==> config.mk <==
export PLATFORM = sky130hd
export DESIGN_NAME = branch_target_buffer
export DESIGN_NICKNAME = d
export VERILOG_FILES = /design/src/rtl/branch_target_buffer.sv
export SDC_FILE = /design/constraint.sdc
export NUM_CORES = 2
export LEC_CHECK = 0
export CAP_MARGIN = 20
export CORE_ASPECT_RATIO = 1.5
export CORE_MARGIN = 1.5
export CORE_UTILIZATION = 45
export CTS_CLUSTER_DIAMETER = 40
export DETAILED_ROUTE_END_ITERATION = 8
export GPL_ROUTABILITY_DRIVEN = 0
export SYNTH_ARGS = -nofsm -noshare
export SYNTH_HDL_FRONTEND = slang
export SYNTH_SLANG_ARGS = --single-unit
==> constraint.sdc <==
create_clock -name clk -period 14.3 [get_ports clk]
set_input_delay 3.575 -clock clk [delete_from_list [all_inputs] [get_ports clk]]
set_output_delay 3.575 -clock clk [all_outputs]
set_load 0.1 [all_outputs]
==> src/rtl/branch_target_buffer.sv <==
// Direct-mapped branch target buffer with 2-bit saturating counters.
// Lookup is combinational on the fetch PC; training and statistics update on the clock.
module branch_target_buffer #(
    parameter int unsigned ENTRIES = 16,
    parameter int unsigned INDEX_W = 4
) (
    input  logic        clk,
    input  logic        rst_n,
    input  logic [31:0] if_pc,
    output logic        predicted_taken,
    output logic [31:0] pred_next_pc,
    input  logic        ex_update,
    input  logic [31:0] ex_pc,
    input  logic [31:0] ex_target,
    input  logic        ex_taken,
    input  logic        ex_mispredict,
    input  logic        btb_flush,
    input  logic        stat_clr,
    output logic [31:0] stat_ctrl_count,
    output logic [31:0] stat_mispredicts
);

    localparam int unsigned TAG_W = 30 - INDEX_W;

    logic [ENTRIES-1:0] valid_q;
    logic [TAG_W-1:0]   tag_q    [ENTRIES];
    logic [31:0]        target_q [ENTRIES];
    logic [1:0]         ctr_q    [ENTRIES];

    logic [31:0] ctrl_cnt_q;
    logic [31:0] mispred_cnt_q;

    logic [INDEX_W-1:0] rd_idx;
    logic [TAG_W-1:0]   rd_tag;
    logic               rd_hit;

    logic [INDEX_W-1:0] wr_idx;
    logic [TAG_W-1:0]   wr_tag;
    logic               wr_hit;

    // Lookup path: reads only, so an unknown fetch PC cannot reach any state.
    always_comb begin
        rd_idx          = if_pc[INDEX_W+1:2];
        rd_tag          = if_pc[31:INDEX_W+2];
        rd_hit          = valid_q[rd_idx] && (tag_q[rd_idx] == rd_tag);
        predicted_taken = rd_hit && ctr_q[rd_idx][1];
        pred_next_pc    = predicted_taken ? target_q[rd_idx] : (if_pc + 32'd4);
    end

    always_comb begin
        wr_idx = ex_pc[INDEX_W+1:2];
        wr_tag = ex_pc[31:INDEX_W+2];
        wr_hit = valid_q[wr_idx] && (tag_q[wr_idx] == wr_tag);
    end

    always_ff @(posedge clk or negedge rst_n) begin
        if (!rst_n) begin
            valid_q <= '0;
            for (int i = 0; i < ENTRIES; i++) begin
                tag_q[i]    <= '0;
                target_q[i] <= '0;
                ctr_q[i]    <= 2'b01;
            end
        end else if (btb_flush) begin
            // Flush drops any same-cycle training; only valid bits are cleared.
            valid_q <= '0;
        end else if (ex_update) begin
            if (wr_hit) begin
                if (ex_taken) begin
                    target_q[wr_idx] <= ex_target;
                    if (ctr_q[wr_idx] != 2'b11) begin
                        ctr_q[wr_idx] <= ctr_q[wr_idx] + 2'd1;
                    end
                end else if (ctr_q[wr_idx] != 2'b00) begin
                    ctr_q[wr_idx] <= ctr_q[wr_idx] - 2'd1;
                end
            end else if (ex_taken) begin
                valid_q[wr_idx]  <= 1'b1;
                tag_q[wr_idx]    <= wr_tag;
                target_q[wr_idx] <= ex_target;
                ctr_q[wr_idx]    <= 2'b10;
            end
        end
    end

    always_ff @(posedge clk or negedge rst_n) begin
        if (!rst_n) begin
            ctrl_cnt_q    <= '0;
            mispred_cnt_q <= '0;
        end else if (stat_clr) begin
            ctrl_cnt_q    <= '0;
            mispred_cnt_q <= '0;
        end else if (ex_update) begin
            if (ctrl_cnt_q != '1) begin
                ctrl_cnt_q <= ctrl_cnt_q + 32'd1;
            end
            if (ex_mispredict && (mispred_cnt_q != '1)) begin
                mispred_cnt_q <= mispred_cnt_q + 32'd1;
            end
        end
    end

    assign stat_ctrl_count  = ctrl_cnt_q;
    assign stat_mispredicts = mispred_cnt_q;

endmodule

==> metrics.txt <==
Post-DP HPWL 91.6 mm; critical path launch point type primary input; Setup Crit Path Kind in2out; RSZ-0062 raised after global routing false; Final period util 88.5%; static leakage 26.4 nW; status complete, no violations; most frequent cell after synthesis dfrtp_1; Distinct cells, synth 60; CP endpoint pred_next_pc[19]; vias in the first global route 35100; setup TNS 0 ns; Final #Nets 3695; site row count 152; minimum clock period 12.66 ns; first-pass iteration count of the detailed router 5; crit path from if_pc[2]; ranking of synthesized cells by area dfrtp_1 (49%), mux2_2 (20%), mux4_2 (17%), mux2i_1 (1.5%), clkbuf_1 (1.4%); Die Span Y 419 um; clock skew after layout 0.0300 ns; number of port buffers 197; H-tree Lvls 4; Setup Viol. Count Final 0; clock network fraction of total power 42.1%; Util after Layout 52.4%; TritonCTS clock tree built; crit path DAT 9.09 ns; critical register-to-register path startpoint tag_q[343]; Starting Density 45.4%; Int Pwr 0.00603 W; CTS Buf Count 134; Sw Ratio 25.7%; Post-synth EDFFs 0; DRT Wirelength 153 mm; type of the worst min-delay path reg2reg; top cell type's share of synthesized area 49.3%; # fillers 9492; combinational power share 14.5%; Ports 200; async set-reset flop share out of synthesis 100%; post-DR vias/cell 6.13; Switching Power 0.00209 W; fmax 79.0 MHz; Hold WS 0.500 ns; Avg WL per Cell 29.3 um; # clock sinks 1040; largest net degree at the start of global routing 221; design area 0.0600 mm^2; Avg Cell Area, Syn 14.9 um^2; worst reg2reg setup slack 9.62 ns; die area 0.118 mm^2; Synth area leader dfrtp_1; vias after detailed routing 32100; Seq/Total Area, Yosys 50.1%; nature of the critical path endpoint output pin; Sequential Power Share 43.4%; Commonest cells post-synth dfrtp_1 (1024), mux2_2 (916), mux4_2 (393), clkbuf_1 (194), nand2_1 (110); share of cells above drive strength 1 45.3%; Cell Area, Placed 0.0554 mm^2; Slew Viols, Final 0; Core Area 0.114 mm^2; #FFs+latches synth 1040; Reg clk slew, reported paths 0.06 ns; post-CTS sizing 0; Die Span X 281 um; area grow syn2layout 15.4%; first-pass GRT wire length 232 mm; Peak VDD IR 0.000118 V; Hold Fails Final Rpt 0; hold-critical path depth 1; Worst-Margin Slew 1.26 ns; number of max-cap violations 0; Critical Path Fanout Max 80; Power Dens Cells 135 mW/mm^2; synthesized instance count 3483; post-route ant nets 0; Root Buffer clkbuf_16; Post-Syn Nets 3591; initial antenna violation count 17; Hold Buf Count CTS 0; Tot GR Track Use 26.8%; # DRC 0; Mapped Area 0.0520 mm^2; worst r2r path cells 11; Overflow after GRT 0; postcts setup bufs 0; Worst R2R End ctr_q[7]; max_slew headroom 15.9%; Max Root-Sink Buffers 3; DRT iter0 DRCs 2581; Post-synth top flop dfrtp_1; Critical Path RT 10.72 ns; Yosys warning count 0; later-pin clock latency in the skew report 0.74 ns
stage by stage:
step	total power, W	setup WS [ns]	std cells
floorplan	0.00433	1.55	3483
global placement	0.00467	1.71	4989
detailed placement	0.00475	1.65	4990
CTS	0.00819	1.63	5226
global route	0.00844	1.31	5230
finish	0.00812	1.64	5232
worst max-delay path, stage by stage:
cell and delay, ns:
buf_8 0.62, buf_4 0.56, mux4_2 0.57, mux4_2 0.60, xnor2_1 0.25, nand2_1 0.09, nor4_1 0.28, and3_2 0.53
buf_4 0.44, nand2_1 0.11, o21ai_0 0.12, clkdlybuf4s50_1 1.17
power groups by stage:
stage | clock [W] | sequential, W | combinational (W)
after floorplan | 0 | 0.00349 | 0.000841
after global placement | 0 | 0.00353 | 0.00114
after detailed placement | 0 | 0.00357 | 0.00118
after CTS | 0.00348 | 0.00352 | 0.00119
after global routing | 0.00361 | 0.00357 | 0.00126
final | 0.00342 | 0.00352 | 0.00118
routing by layer:
layer / up-vias / wire (um) / track usage (%)
met5: - / 86 / 0
met4: 12 / 4330 / 8.50
met1: 17600 / 62800 / 34.8
met2: 974 / 77600 / 45.2
met3: 277 / 8610 / 5.15
li1: 13300 / - / -
cells by family (layout without fill, tap and decap cells):
| logic type | count (synthesis) | count (layout) | share of synthesized area (%) |
|---|---|---|---|
| other cells | 0 | 5 | 0 |
| flops | 1040 | 1040 | 50.1 |
| mux | 1426 | 1426 | 39.2 |
| simple gates | 408 | 408 | 3.84 |
| fa+ha+maj | 5 | 5 | 0.120 |
| buf+inv | 323 | 527 | 2.63 |
| compound gates | 142 | 142 | 1.79 |
| xor+xnor | 139 | 139 | 2.34 |
cells in the final DEF (no fill, tap or decap), types with 12 or more instances in the layout:
cell / n
dfrtp_1: 1024
mux2_2: 916
mux4_2: 393
clkdlybuf4s50_1: 186
clkbuf_16: 140
nand2_1: 109
nor2_1: 98
mux2i_1: 76
xnor2_1: 72
xor2_1: 67
buf_4: 67
nand3_1: 48
o21ai_0: 47
mux2_1: 41
a22oi_1: 27
nand4_1: 26
inv_1: 22
clkbuf_8: 22
a21o_1: 18
clkbuf_1: 17
and3_1: 16
a21oi_1: 16
dfstp_2: 16
and4_1: 13
and2_1: 12
clkinv_4: 12
registers in the layout, summed over array words and instances (netlist names):
signal,flops
ctr_q,32
stat_ctrl_count,32
stat_mispredicts,32
tag_q,416
target_q,512
valid_q,16
worst min path at each step:
stage,start,end,slack (ns)
final,target_q[400],target_q[400],0.50
after global routing,target_q[133],target_q[133],0.51
after CTS,target_q[422],target_q[422],0.50
after detailed placement,target_q[422],target_q[422],0.49
after global placement,tag_q[112],tag_q[112],0.48
after floorplan,valid_q[9],valid_q[9],0.47
cell type report:
type	instances	area, um^2	share of cell area (%)
clock buffer	178	3860	6.43
timing repair buffer	267	2580	4.30
tap	1540	1930	3.21
clock inverter	58	689	1.15
multi-input combinational	2120	24800	41.3
inverter	24	90.1	0.150
sequential	1040	26000	43.4
antenna	5	12.5	0.0209
Note: power is estimated with default switching activity, not from simulation.
